--- src/rtl/cache_arbiter.sv ---
// cache_arbiter
//   Shares one single-port cache between an instruction-fetch requester
//   (port 0) and a load/store requester (port 1). Accesses are serialised:
//   one ACCESS cycle drives the cache, reads then wait RD_LAT cycles before
//   cache_q is captured and returned to the owning port with a one-cycle
//   rvalid pulse. Writes are acknowledged with rvalid at the end of ACCESS.
//
//   Build option: define CACHE_ARB_FIXED_PRIO_EN to give port 0 fixed
//   priority on ties (port 1 may starve). Default is round-robin.
//
//   Ports
//     clk, rst            clock, async active-high reset
//     rX_valid/rX_ready   request handshake (ready is combinational)
//     rX_wr/addr/wdata    request fields
//     rX_rvalid/rX_rdata  response pulse and read data (registered)
//     cache_data/addr/wr  registered drive to the cache
//     cache_q             cache read data
//
//   state  | meaning
//   IDLE   | arbitrate, accept one request
//   ACCESS | cache driven with latched request for one cycle
//   WAIT   | read latency countdown, capture cache_q at count 1
module cache_arbiter #(
  parameter int ADDR_W = 5,
  parameter int DATA_W = 32,
  parameter int RD_LAT = 1
) (
  input  logic              clk,
  input  logic              rst,
  input  logic              r0_valid,
  output logic              r0_ready,
  input  logic              r0_wr,
  input  logic [ADDR_W-1:0] r0_addr,
  input  logic [DATA_W-1:0] r0_wdata,
  output logic              r0_rvalid,
  output logic [DATA_W-1:0] r0_rdata,
  input  logic              r1_valid,
  output logic              r1_ready,
  input  logic              r1_wr,
  input  logic [ADDR_W-1:0] r1_addr,
  input  logic [DATA_W-1:0] r1_wdata,
  output logic              r1_rvalid,
  output logic [DATA_W-1:0] r1_rdata,
  output logic [DATA_W-1:0] cache_data,
  output logic [ADDR_W-1:0] cache_addr,
  output logic              cache_wr,
  input  logic [DATA_W-1:0] cache_q
);

  typedef enum logic [1:0] {IDLE, ACCESS, WAIT} state_t;

  state_t     state;
  logic       owner;   // 0 = port 0 owns the access in flight
  logic [3:0] cnt;
  logic       pick1;   // port 1 would be granted this cycle
  logic       accept;

`ifdef CACHE_ARB_FIXED_PRIO_EN
  assign pick1 = r1_valid && !r0_valid;
`else
  logic last_grant;    // 1 = port 1 was granted most recently
  assign pick1 = r1_valid && (!r0_valid || !last_grant);
`endif

  // Gated by rst so ready reads 0 while reset is held, like every other output.
  assign r0_ready = !rst && (state == IDLE) && r0_valid && !pick1;
  assign r1_ready = !rst && (state == IDLE) && pick1;
  assign accept   = r0_ready || r1_ready;

  always_ff @(posedge clk or posedge rst) begin
    if (rst) begin
      state      <= IDLE;
      owner      <= 1'b0;
      cnt        <= 4'd0;
`ifndef CACHE_ARB_FIXED_PRIO_EN
      last_grant <= 1'b1;
`endif
      cache_addr <= '0;
      cache_data <= '0;
      cache_wr   <= 1'b0;
      r0_rvalid  <= 1'b0;
      r1_rvalid  <= 1'b0;
      r0_rdata   <= '0;
      r1_rdata   <= '0;
    end else begin
      r0_rvalid <= 1'b0;
      r1_rvalid <= 1'b0;
      case (state)
        IDLE: begin
          if (accept) begin
            // cache_addr/data/wr double as the latched request.
            owner      <= pick1;
`ifndef CACHE_ARB_FIXED_PRIO_EN
            last_grant <= pick1;
`endif
            cache_addr <= pick1 ? r1_addr  : r0_addr;
            cache_data <= pick1 ? r1_wdata : r0_wdata;
            cache_wr   <= pick1 ? r1_wr    : r0_wr;
            state      <= ACCESS;
          end
        end
        ACCESS: begin
          cache_wr <= 1'b0;
          if (cache_wr) begin
            if (owner) r1_rvalid <= 1'b1;
            else       r0_rvalid <= 1'b1;
            state <= IDLE;
          end else begin
            cnt   <= 4'(RD_LAT);
            state <= WAIT;
          end
        end
        WAIT: begin
          cnt <= cnt - 4'd1;
          if (cnt == 4'd1) begin
            if (owner) begin
              r1_rdata  <= cache_q;
              r1_rvalid <= 1'b1;
            end else begin
              r0_rdata  <= cache_q;
              r0_rvalid <= 1'b1;
            end
            state <= IDLE;
          end
        end
        default: state <= IDLE;
      endcase
    end
  end

endmodule
--- config.mk ---
export PLATFORM = sky130hd
export DESIGN_NAME = cache_arbiter
export DESIGN_NICKNAME = d
export VERILOG_FILES = /design/src/rtl/cache_arbiter.sv
export SDC_FILE = /design/constraint.sdc
export NUM_CORES = 1
export LEC_CHECK = 0
export ABC_AREA = 1
export CAP_MARGIN = 5
export CORE_UTILIZATION = 42
export DETAILED_ROUTE_END_ITERATION = 16
export PLACE_DENSITY_LB_ADDON = 0.25
export SLEW_MARGIN = 30
export SYNTH_ARGS = -nofsm -noshare
export SYNTH_HDL_FRONTEND = slang
export SYNTH_SLANG_ARGS = --single-unit
--- constraint.sdc ---
create_clock -name clk -period 7.5 [get_ports clk]
set_input_delay 2.25 -clock clk [delete_from_list [all_inputs] [get_ports clk]]
set_output_delay 2.25 -clock clk [all_outputs]
set_load 0.05 [all_outputs]
# Word-level counts from Yosys, hierarchy flattened
# Index checks and enable logic that the tools add are counted.
dict set report classes {
  n_addsub 1
  mul 0
  div 0
  magnitude_cmp 0
  eq_ne 6
  n_shift 0
  n_mux 19
  bitwise_logic 1
  n_reduce_logical 20
}
# cell n
set ops {}
lappend ops {{2-to-1 mux 32 bit} 1}
lappend ops {{2-to-1 mux 1 bit} 8}
lappend ops {{one-hot mux 4 bit (2 select lines)} 1}
lappend ops {{AND reduction 2 bit} 4}
lappend ops {{2-to-1 mux 2 bit} 3}
lappend ops {{inequality test 2 bit (second input constant)} 3}
lappend ops {{one-hot mux 1 bit (2 select lines)} 3}
lappend ops {{one-hot mux 2 bit (3 select lines)} 1}
lappend ops {{AND reduction 3 bit} 2}
lappend ops {{logical AND 1 bit} 5}
lappend ops {{2-to-1 mux 5 bit} 1}
lappend ops {{equality test 4 x 1 -> 1 bit (second input constant)} 1}
lappend ops {{zero test 1 bit} 4}
lappend ops {{2-to-1 mux 4 bit} 1}
lappend ops {{nonzero test 2 bit} 2}
lappend ops {{subtractor 4 x 1 -> 4 bit (second input constant)} 1}
lappend ops {{equality test 2 x 1 -> 1 bit (second input constant)} 1}
lappend ops {{equality test 2 bit (second input constant)} 1}
lappend ops {{zero test 2 bit} 1}
lappend ops {{logical OR 1 bit} 2}
lappend ops {{inverter 1 bit} 1}
dict set report totals {
  ff_bits 112
  latchBits 0
  ramBits 0
  rom_bits 0
  in_bits 112
  out_inout_bits 106
  word_cells 58
  memories 0
}

# Logic depth before layout (Yosys ltp)
# Gate-level depths: netlist of run 1.
dict set report depth {
  word_depth 8
  depth_mapped 8
}

# Worst setup path before layout of run 1
# OpenSTA, ideal clock, no wires.
dict set report synth_timing {
  path_kind {input -> output}
  startpoint {in rst}
  endpoint {out r0_ready}
  t_arrival_ns 5.024
  setup_slack_ns 0.226
  stages 5
  path_buffers 2
  path_cell_list {inv_2 -> nand3_1 -> buf_2 -> buf_2 -> nor2_1}
}
dict set report synth_between {
  elab_chain_cells 4
}
# element line
set synth_rtl {}
lappend synth_rtl {{start, declared} 29} ;# input logic rst,
lappend synth_rtl {{zero test 1 bit (no source line)} --}
lappend synth_rtl {{logical AND 1 bit (3 in a row)} 66} ;# assign r0_ready = !rst && (state == IDLE) && r0_valid && !pick1;
lappend synth_rtl {{end, declared} 31} ;# output logic r0_ready,
# Every way passes these cells.

# Final worst setup path of run 1
dict set report layout_timing {
  startpoint {in r0_valid}
  endpoint {out r0_ready}
}
dict set report layout_between {
  elab_chain_cells 5
  elab_cells_between_ends 6
  cone_classes {6 x reduce/logical}
}
# element line
set layout_rtl {}
lappend layout_rtl {{start, declared} 30} ;# input logic r0_valid,
lappend layout_rtl {{zero test 1 bit} 62} ;# assign pick1 = r1_valid && (!r0_valid || !last_grant);
lappend layout_rtl {{logical OR 1 bit} 62}
lappend layout_rtl {{logical AND 1 bit} 62}
lappend layout_rtl {{zero test 1 bit} 66}
lappend layout_rtl {{logical AND 1 bit (*)} 66}
# Every way passes the cells marked *; elsewhere a longest branch is shown, timed or not.

==> reports/qor.txt, run 1 <==
outcome -> completed
area leader, netlist -> dfrtp_1
global-route wire length before repair -> 20500 µm
met2 WL -> 6260 µm
Compound-Gate Fraction of Synth Area -> 13.4%
core area -> 11100 µm²
DRT Wirelength -> 13100 µm
GPL Wtd Cong -> 0.833
number of routed nets with antenna violations -> 0
Detailed Route Iter0 Violations -> 227
Max-slew headroom -> 44.8%
async set-reset flop share out of synthesis -> 100%
final setup fails -> 0
met3 routed WL -> 1140 µm
Post-synth EDFFs -> 0
Chip Height -> 110 µm
number of I/O pins -> 218
CP Launch Type -> primary input
site row count -> 38
number of post-CTS setup repair buffers -> 0
ys flop type -> dfrtp_1
final number of max-transition violations -> 0
CP max-delay cell -> clkdlybuf4s50_1
CTS Buf Count -> 9
largest family of logic cells by synthesized area -> simple AND/OR/NAND/NOR gates
CTS tree -> yes
Seq/Total Area, Yosys -> 57.6%
fmax -> 0.155 GHz
R2R Setup Slk -> 5190 ps
Clock Skew -> 6.07 ps
H-tree Lvls -> 3
DPL Wire Length -> 9480 µm
Crit path largest cell delay -> 480 ps
layout cells sized above 1 -> 6.37%
GR Overflow Total -> 0
Residual DRC -> 0
CTS resizes -> 0
largest net degree at the start of global routing -> 69
adder-cell share of the synthesized area -> 1.54%
simple-gate portion of the synthesized area -> 20.6%
area delta synth->final -> 51.8%
XOR/XNOR Fraction of Synth Area -> 0%
Die Span X -> 110 µm
Top delay family on crit path -> buffers and inverters
vias in the first global route -> 4260
max-cap viol count -> 0
Crit Path Category -> in2out
filler instances -> 888
peak supply drop -> 0.000336 V
WL met1 -> 5350 µm
most frequent cells after synthesis -> nand2_1, dfrtp_1, o21ai_0, nand3_1, inv_1
Vias/cell -> 5.03
Worst EP arrival -> 4180 ps
Starting Density -> 44.0%
worst-path cell chain -> clkdlybuf4s50_1 -> nand2_1 -> nand2_2 -> inv_2 -> nor2_1 -> buf_12
endpoint class of the critical path -> output pin
Worst-Skew Late Latency -> 340 ps
P_leak -> 3.44 nW
Clock Tree Buf Depth -> 2
port buffer count -> 217
Cells after Synth -> 518
Worst-Margin Slew -> 828 ps
Area contributors post-synth -> dfrtp_1, nand2_1, o21ai_0
ant diodes -> 0
initial antenna violation count -> 0
Wirelength per Cell -> 15.2 µm
Nets -> 835
setup_tns -> 0 ps
Tcrit/Tclk final -> 85.8%
CP Buf/Inv Count -> 3
Tmin final -> 6430 ps
power density cells -> 504 nW/µm²
RSZ-0062 raised after global routing -> no
DRT Pass-1 Iters -> 4
total power -> 0.00373 W
highest metal used -> met4
CTS sink cnt -> 112
Yosys warnings -> 0
Post-Syn Area per Cell -> 9.40 µm²
most frequent cell after synthesis -> nand2_1
Crit Path Max Fanout -> 39
Die ar. -> 12000 µm²
synthesized cell area -> 4870 µm²
flop and latch count out of synthesis -> 112
WP data required -> 5250 ps
clock-pin slew on the worst setup and hold paths -> 70 ps
share of the synthesized area in the top cell type -> 57.0%
CTS Hold Bufs -> 0
root buffer cell -> clkbuf_16
count of cell types in the netlist -> 25
mux contribution to synthesized area -> 0%
All-Layer GR Usage -> 22.3%
Net Count, Synth -> 636
Hold Path Class -> reg2reg
Hold Vio Cnt, Final -> 0
Via Count -> 4336
[power breakdown]
group	internal, W	switching, W
combinational	0.000705	0.00146
sequential	0.000903	0.000170
clock	0.000278	0.000207
total	0.00189	0.00184
[layout by cell type (no fill, tap or decap), types with 3 or more instances in the layout]
| cell | instances |
|---|---|
| ha_1 | 6 |
| o211ai_1 | 38 |
| a21oi_1 | 3 |
| nand2_1 | 119 |
| or2_2 | 16 |
| inv_1 | 42 |
| nand3_1 | 45 |
| o21ai_1 | 7 |
| buf_4 | 5 |
| dfrtp_1 | 111 |
| o21ai_0 | 60 |
| nor2_1 | 6 |
| clkbuf_16 | 9 |
| or2_1 | 21 |
| clkdlybuf4s50_1 | 215 |
[per-layer routing]
metal,track usage (%),vias up
met2,36.7,199
met5,0,-
li1,-,2101
met1,27.2,2008
met3,6.11,28
met4,10.6,0
[worst reg2reg max path: stages, from the launching register on]
cell and delay [ps]:
dfrtp_1 380, inv_1 90, ha_1 280, nand4_2 130, buf_4 380, nand2_1 360, buf_4 350, o211ai_1 150
nand2_1 80
[layout make-up]
class                           instances  area (µm²)  area share, %
Tap cell                              140         175           2.37
Clock buffer                           12         256           3.47
Multi-Input combinational cell        329        1730           23.4
Timing Repair Buffer                  221        2210           29.9
Inverter                               44         168           2.27
Clock inverter                          4        51.3          0.694
Sequential cell                       112        2800           37.9
[through the flow]
step / setup slack [ps] / hold WS [ps] / cell area (µm²) / std cells / utilization (%)
after detailed placement: 1030 / 473 / 7090 / 846 / 64.0
after CTS: 1020 / 491 / 7390 / 862 / 66.7
after floorplan: 226 / 447 / 4870 / 518 / -
after global routing: 908 / 510 / 7390 / 862 / 66.7
final: 1070 / 486 / 7390 / 862 / 66.7
after global placement: 1100 / 465 / 7090 / 846 / 64.0
[path summary, 6_finish.rpt]
| check | from | cells after the start | to |
|---|---|---|---|
| worst max-delay path | r0_valid | 6 | r0_ready |
| worst min-delay path | r0_rdata[3] | 2 | r0_rdata[3] |
| worst max register to register | state[0] | 8 | cache_data[31] |
| worst min register to register | r0_rdata[3] | 2 | r0_rdata[3] |
| max in group asynchronous | rst | 3 | r1_rdata[10] |
| min in group asynchronous | rst | 2 | cache_data[0] |
[kinds of logic (layout without fill, tap and decap cells)]
group,count (synthesis),after routing
and+or+nand+nor,213,213
DFF,112,112
AOI/OAI and AO/OA,110,110
buffers and inverters,77,281
adders and majority gates,6,6
[registers in the layout, summed over array words and instances (netlist names)]
register,cells
cache_addr,5
r0_rvalid,1
cache_wr,1
state,2
last_grant,1
cnt,4
r0_rdata,32
owner,1
cache_data,32
r1_rvalid,1
r1_rdata,32
No activity file was read; power rests on OpenSTA's default activity.
==> run 2: changes to the inputs <==
Settings changed: CELL_PAD_IN_SITES_DETAIL_PLACEMENT set to 2, CELL_PAD_IN_SITES_GLOBAL_PLACEMENT set to 2, CORE_UTILIZATION 42 to 24.
==> run 2 against run 1 <==
Net effect: wire length increased by 26%; clock-buffer cell count fell by 3; sequential cell count stayed put; sequential power about the same; non-clock buffer count did not move; worst hold slack better by 2.7 ps; critical path type unchanged; critical endpoint unchanged; largest cell class unchanged.
==> reports/qor.txt, run 2 (synthesis gave the netlist of run 1 again) <==
outcome -> completed
Crit Path Category -> in2out
Hold Path Class -> reg2reg
max-cap viol count -> 0 (unchanged)
Residual DRC -> 0 (unchanged)
CTS tree -> yes
Crit Path Max Fanout -> 39 (unchanged)
endpoint class of the critical path -> output pin
power density cells -> 499 nW/µm² (-1.0%)
root buffer cell -> clkbuf_16
Tcrit/Tclk final -> 85.9% (+0.17 points)
Tmin final -> 6450 ps (+12.8 ps)
Die Span X -> 144 µm (+32%)
Sw Share -> 51.0% (+1.7 points)
number of post-CTS setup repair buffers -> 0 (unchanged)
CP Launch Type -> primary input
Worst EP arrival -> 4200 ps (+20 ps)
clock share of power -> 12.4% (-0.6 points)
Final Util -> 38.3% (-28 points)
Detailed Route Iter0 Violations -> 122 (-46%)
ant diodes -> 0 (unchanged)
Via Count -> 4445 (+2.5%)
Hold Vio Cnt, Final -> 0 (unchanged)
Comb pwr share -> 58.8% (+0.6 points)
number of I/O pins -> 218 (unchanged)
WP data required -> 5250 ps (about the same)
internal power -> 0.00184 W (-2.6%)
CTS Buf Count -> 9 (unchanged)
clock-pin slew on the worst setup and hold paths -> 70 ps (about the same)
commonest non-fill, non-tap cell in the layout -> clkdlybuf4s50_1
Die ar. -> 20900 µm² (+73%)
post-route design area -> 7530 µm² (+1.8%)
core area -> 19700 µm² (+77%)
commonest non-fill, non-tap cells in the layout -> clkdlybuf4s50_1, nand2_1, dfrtp_1
Placed Area -> 7250 µm² (+2.3%)
peak supply drop -> 0.000170 V (-49%)
Nets -> 835 (unchanged)
Starting Density -> 24.8% (-19 points)
P_sw -> 0.00192 W (+4.2%)
Chip Height -> 144 µm (+32%)
Largest regs -> cache_data (32), r0_rdata (32), r1_rdata (32)
site row count -> 51 (+34%)
RSZ-0062 raised after global routing -> no
Clock Skew -> 10.3 ps (+4.24 ps)
filler instances -> 2155 (+140%)
fmax -> 0.155 GHz (-0.20%)
final setup fails -> 0 (unchanged)
DRT Pass-1 Iters -> 4 (unchanged)
Worst-Margin Slew -> 888 ps (+59.7 ps)
GPL Wtd Cong -> 0.725 (-13%)
setup_tns -> 0 ps (unchanged)
final number of max-transition violations -> 0 (unchanged)
CTS sink cnt -> 112 (unchanged)
Wirelength per Cell -> 16.7 µm (+9.8%)
vias in the first global route -> 5054 (+19%)
layout cells sized above 1 -> 6.65% (+0.28 points)
Clock Tree Buf Depth -> 2 (unchanged)
Flop pwr share -> 28.7% (about the same)
Max-slew headroom -> 40.7% (-4.1 points)
Placed Cells -> 971 (+15%)
DPL Wire Length -> 12200 µm (+28%)
initial antenna violation count -> 0 (unchanged)
P_leak -> 3.43 nW (-0.34%)
Vias/cell -> 4.50 (-10%)
GR Overflow Total -> 0 (unchanged)
H-tree Lvls -> 3 (unchanged)
All-Layer GR Usage -> 16.2% (-6.1 points)
total power -> 0.00375 W (+0.76%)
global-route wire length before repair -> 26000 µm (+27%)
Worst-Skew Late Latency -> 350 ps (about the same)
DRT Wirelength -> 16400 µm (+26%)
Non-Filler Instances -> 987 (+15%)
CTS Hold Bufs -> 0 (unchanged)
area delta synth->final -> 54.6%
number of routed nets with antenna violations -> 0 (unchanged)
CTS resizes -> 0 (unchanged)
largest net degree at the start of global routing -> 65 (-5.8%)
port buffer count -> 217 (unchanged)
-- run 2: changes by cell type in the layout (fill, tap and decap cells not counted) --
| cell | change |
|---|---|
| inv_6 | +1 |
| bufinv_16 | -1 |
| nand3_2 | +1 |
| clkbuf_1 | -1 |
| clkbuf_8 | -2 |
| nand3_1 | -1 |
| clkinv_4 | +3 |
-- run 2: cell type report --
cell class / instances / area, µm² / share of cell area, %
Clock buffer: 9 / 225 / 2.99
Clock inverter: 7 / 56.3 / 0.748
Inverter: 44 / 168 / 2.23
Multi-Input combinational cell: 329 / 1730 / 23.0
Sequential cell: 112 / 2800 / 37.2
Tap cell: 265 / 332 / 4.40
Timing Repair Buffer: 221 / 2210 / 29.4
-- run 2: layer usage --
metal / part of all wire [%] / GRT usage [%] / vias up
li1: - / - / 2096
met1: 41 / 18.3 / 2164
met2: 48 / 28.0 / 169
met3: 10 / 6.62 / 16
met4: 1.4 / 4.76 / 0
met5: 0 / 0 / -
-- run 2: path summary, 6_finish.rpt --
check	slack (ps)	start	endpoint	depth (start not counted)
setup reg to reg	5130	state[1]	cache_data[18]	8
min in group asynchronous	2350	rst	state[0]	2
max in group asynchronous	3850	rst	r0_rdata[6]	3
hold reg to reg	490	last_grant	last_grant	2
hold / removal	490	last_grant	last_grant	2
setup / recovery	1050	r0_valid	r0_ready	6
-- run 2: through the flow --
stage | setup slack, ps | hold WS (ps)
3_5_place_dp | 998 | 475
3_3_place_gp | 1040 | 468
2_1_floorplan | 226 | 447
4_1_cts | 986 | 494
5_1_grt | 806 | 510
6_report | 1050 | 488
-- run 2: worst max-delay path, cell delays in order --
cell,delay [ps]
clkdlybuf4s50_1,490
nand2_1,130
nand2_2,440
inv_2,430
nor2_1,200
buf_4,220
-- run 2: power groups by stage --
stage	sequential (W)	clock (W)	combinational (W)
floorplan	0.00203	0	0.000467
global route	0.00112	0.000506	0.00235
CTS	0.00109	0.000486	0.00224
detailed placement	0.00110	0	0.00224
global placement	0.00108	0	0.00218
finish	0.00108	0.000466	0.00221
==> run 3: changes to the inputs <==
==> constraint.sdc (replaced) <==
create_clock -name clk -period 7.5 [get_ports clk]
set_input_delay 2.25 -clock clk [delete_from_list [all_inputs] [get_ports clk]]
set_output_delay 2.25 -clock clk [all_outputs]
set_load 0.005 [all_outputs]
==> run 3 against run 2 <==
Net effect: critical path depth is the same; power is 25% lower; combinational power is 43% lower; non-clock buffer count grew 4; clock-buffer cell count up 1; sequential power about the same; largest cell class unchanged; highest routed layer unchanged; first-iteration DRC count is 20% lower; largest power group unchanged; register-to-register slack better by 90 ps; critical path type unchanged.
==> reports/qor.txt, run 3 (synthesis gave the netlist of run 1 again) <==
post-route design area -> 7570 µm² (+0.53%)
Placed Cells -> 973 (+0.21%)
setup_tns -> 0 ps (unchanged)
Min Hold Slack -> 485 ps (-3.64 ps)
Crit Path Category -> in2out
CTS Buf Count -> 9 (unchanged)
worst setup margin -> 1260 ps (+205 ps)
core area -> 19700 µm² (unchanged)
Setup Slack @ Placement -> 1240 ps (+242 ps)
root buffer cell -> clkbuf_16
Vias/cell -> 4.53 (+0.60%)
layout cells sized above 1 -> 6.75% (+0.10 points)
H-tree Lvls -> 3 (unchanged)
global-route wire length before repair -> 27100 µm (+4.4%)
Hold Path Class -> reg2reg
commonest non-fill, non-tap cell in the layout -> clkdlybuf4s50_1
largest net degree at the start of global routing -> 65 (unchanged)
final setup fails -> 0 (unchanged)
DPL Wire Length -> 12700 µm (+4.7%)
CTS tree -> yes
Wirelength per Cell -> 17.3 µm (+3.8%)
Placed Area -> 7250 µm² (+0.10%)
Tmin final -> 6240 ps (-205 ps)
Max-slew headroom -> 53.5% (+13 points)
endpoint class of the critical path -> output pin
Non-Filler Instances -> 991 (+0.41%)
vias in the first global route -> 5024 (-0.59%)
Die ar. -> 20900 µm² (unchanged)
Worst-Margin Slew -> 697 ps (-191 ps)
CTS Hold Bufs -> 0 (unchanged)
All-Layer GR Usage -> 17.0% (+0.78 points)
Chip Height -> 144 µm (unchanged)
CTS resizes -> 0 (unchanged)
WP data required -> 5250 ps (about the same)
Largest regs -> cache_data (32), r0_rdata (32), r1_rdata (32)
peak supply drop -> 0.0000995 V (-41%)
number of I/O pins -> 218 (unchanged)
number of post-CTS setup repair buffers -> 0 (unchanged)
CTS sink cnt -> 112 (unchanged)
Detailed Route Iter0 Violations -> 97 (-20%)
Nets -> 839 (+0.48%)
power density cells -> 371 nW/µm² (-26%)
Crit Path Max Fanout -> 38 (-2.6%)
clock-pin slew on the worst setup and hold paths -> 70 ps (about the same)
initial antenna violation count -> 0 (unchanged)
Tcrit/Tclk final -> 83.2% (-2.7 points)
Via Count -> 4490 (+1.0%)
commonest non-fill, non-tap cells in the layout -> clkdlybuf4s50_1, nand2_1, dfrtp_1
ant diodes -> 0 (unchanged)
Worst EP arrival -> 3990 ps (-210 ps)
GR Overflow Total -> 0 (unchanged)
Residual DRC -> 0 (unchanged)
final number of max-transition violations -> 0 (unchanged)
area delta synth->final -> 55.4%
Die Span X -> 144 µm (unchanged)
DRT Wirelength -> 17100 µm (+4.3%)
GPL Wtd Cong -> 0.735 (+1.4%)
Hold Vio Cnt, Final -> 0 (unchanged)
CP Launch Type -> primary input
fmax -> 0.160 GHz (+3.3%)
Clock Tree Buf Depth -> 2 (unchanged)
site row count -> 51 (unchanged)
Worst-Skew Late Latency -> 350 ps (about the same)
outcome -> completed
number of routed nets with antenna violations -> 0 (unchanged)
Starting Density -> 24.8% (unchanged)
port buffer count -> 217 (unchanged)
P_leak -> 3.45 nW (+0.37%)
RSZ-0062 raised after global routing -> no
max-cap viol count -> 0 (unchanged)
DRT Pass-1 Iters -> 4 (unchanged)
Clock Skew -> 6.97 ps (-3.34 ps)
-- run 3: cell types whose count changed in the layout (fill, tap and decap cells not counted), sizes merged --
cell           change
clkdlybuf4s50      +2
clkinvlp           +2
clkinv             -2
buf                +2
clkbuf             +1
inv                -1
-- run 3: through the flow --
step	power (W)	utilization, %
floorplan	0.00155	-
global placement	0.00230	36.9
detailed placement	0.00239	36.9
CTS	0.00287	38.3
global route	0.00303	38.5
finish	0.00281	38.5
-- run 3: report_power, final --
group          leakage, nW  internal, W  switching [W]  total, W
registers             1.31     0.000902       0.000182   0.00108
clock network        0.125     0.000227       0.000228  0.000455
logic                 2.01     0.000712       0.000555   0.00127
-- run 3: area by class of cell --
| cell class | instances | area (µm²) |
|---|---|---|
| clock buffer | 10 | 229 |
| sequential | 112 | 2800 |
| clock inverter | 6 | 45.0 |
| timing repair buffer | 225 | 2260 |
| multi-input combinational | 329 | 1730 |
| inverter | 44 | 168 |
| fill | 2173 | 12100 |
| tap | 265 | 332 |
-- run 3: metal layers --
metal	track usage (%)	vias up	routed length, µm
li1	-	2104	-
met4	5.21	0	194
met5	0	-	0
met2	29.1	163	8410
met3	5.79	10	1660
met1	20.0	2213	6870
-- run 3: worst max-delay path: stages --
cell             delay [ps]
clkdlybuf4s50_1         440
nand2_1                 140
nand2_2                  70
inv_2                   500
nor2_1                   90
clkdlybuf4s50_1         480
-- run 3: final timing paths --
check | cells past startpoint | from | endpoint | slack, ps
max | 6 | r0_valid | r0_ready | 1260
min | 2 | r0_rdata[4] | r0_rdata[4] | 480
max reg2reg | 8 | state[1] | cache_data[4] | 5220
min reg2reg | 2 | r0_rdata[4] | r0_rdata[4] | 480
max in group asynchronous | 4 | rst | r0_rdata[14] | 3680
min in group asynchronous | 2 | rst | cache_data[1] | 2260
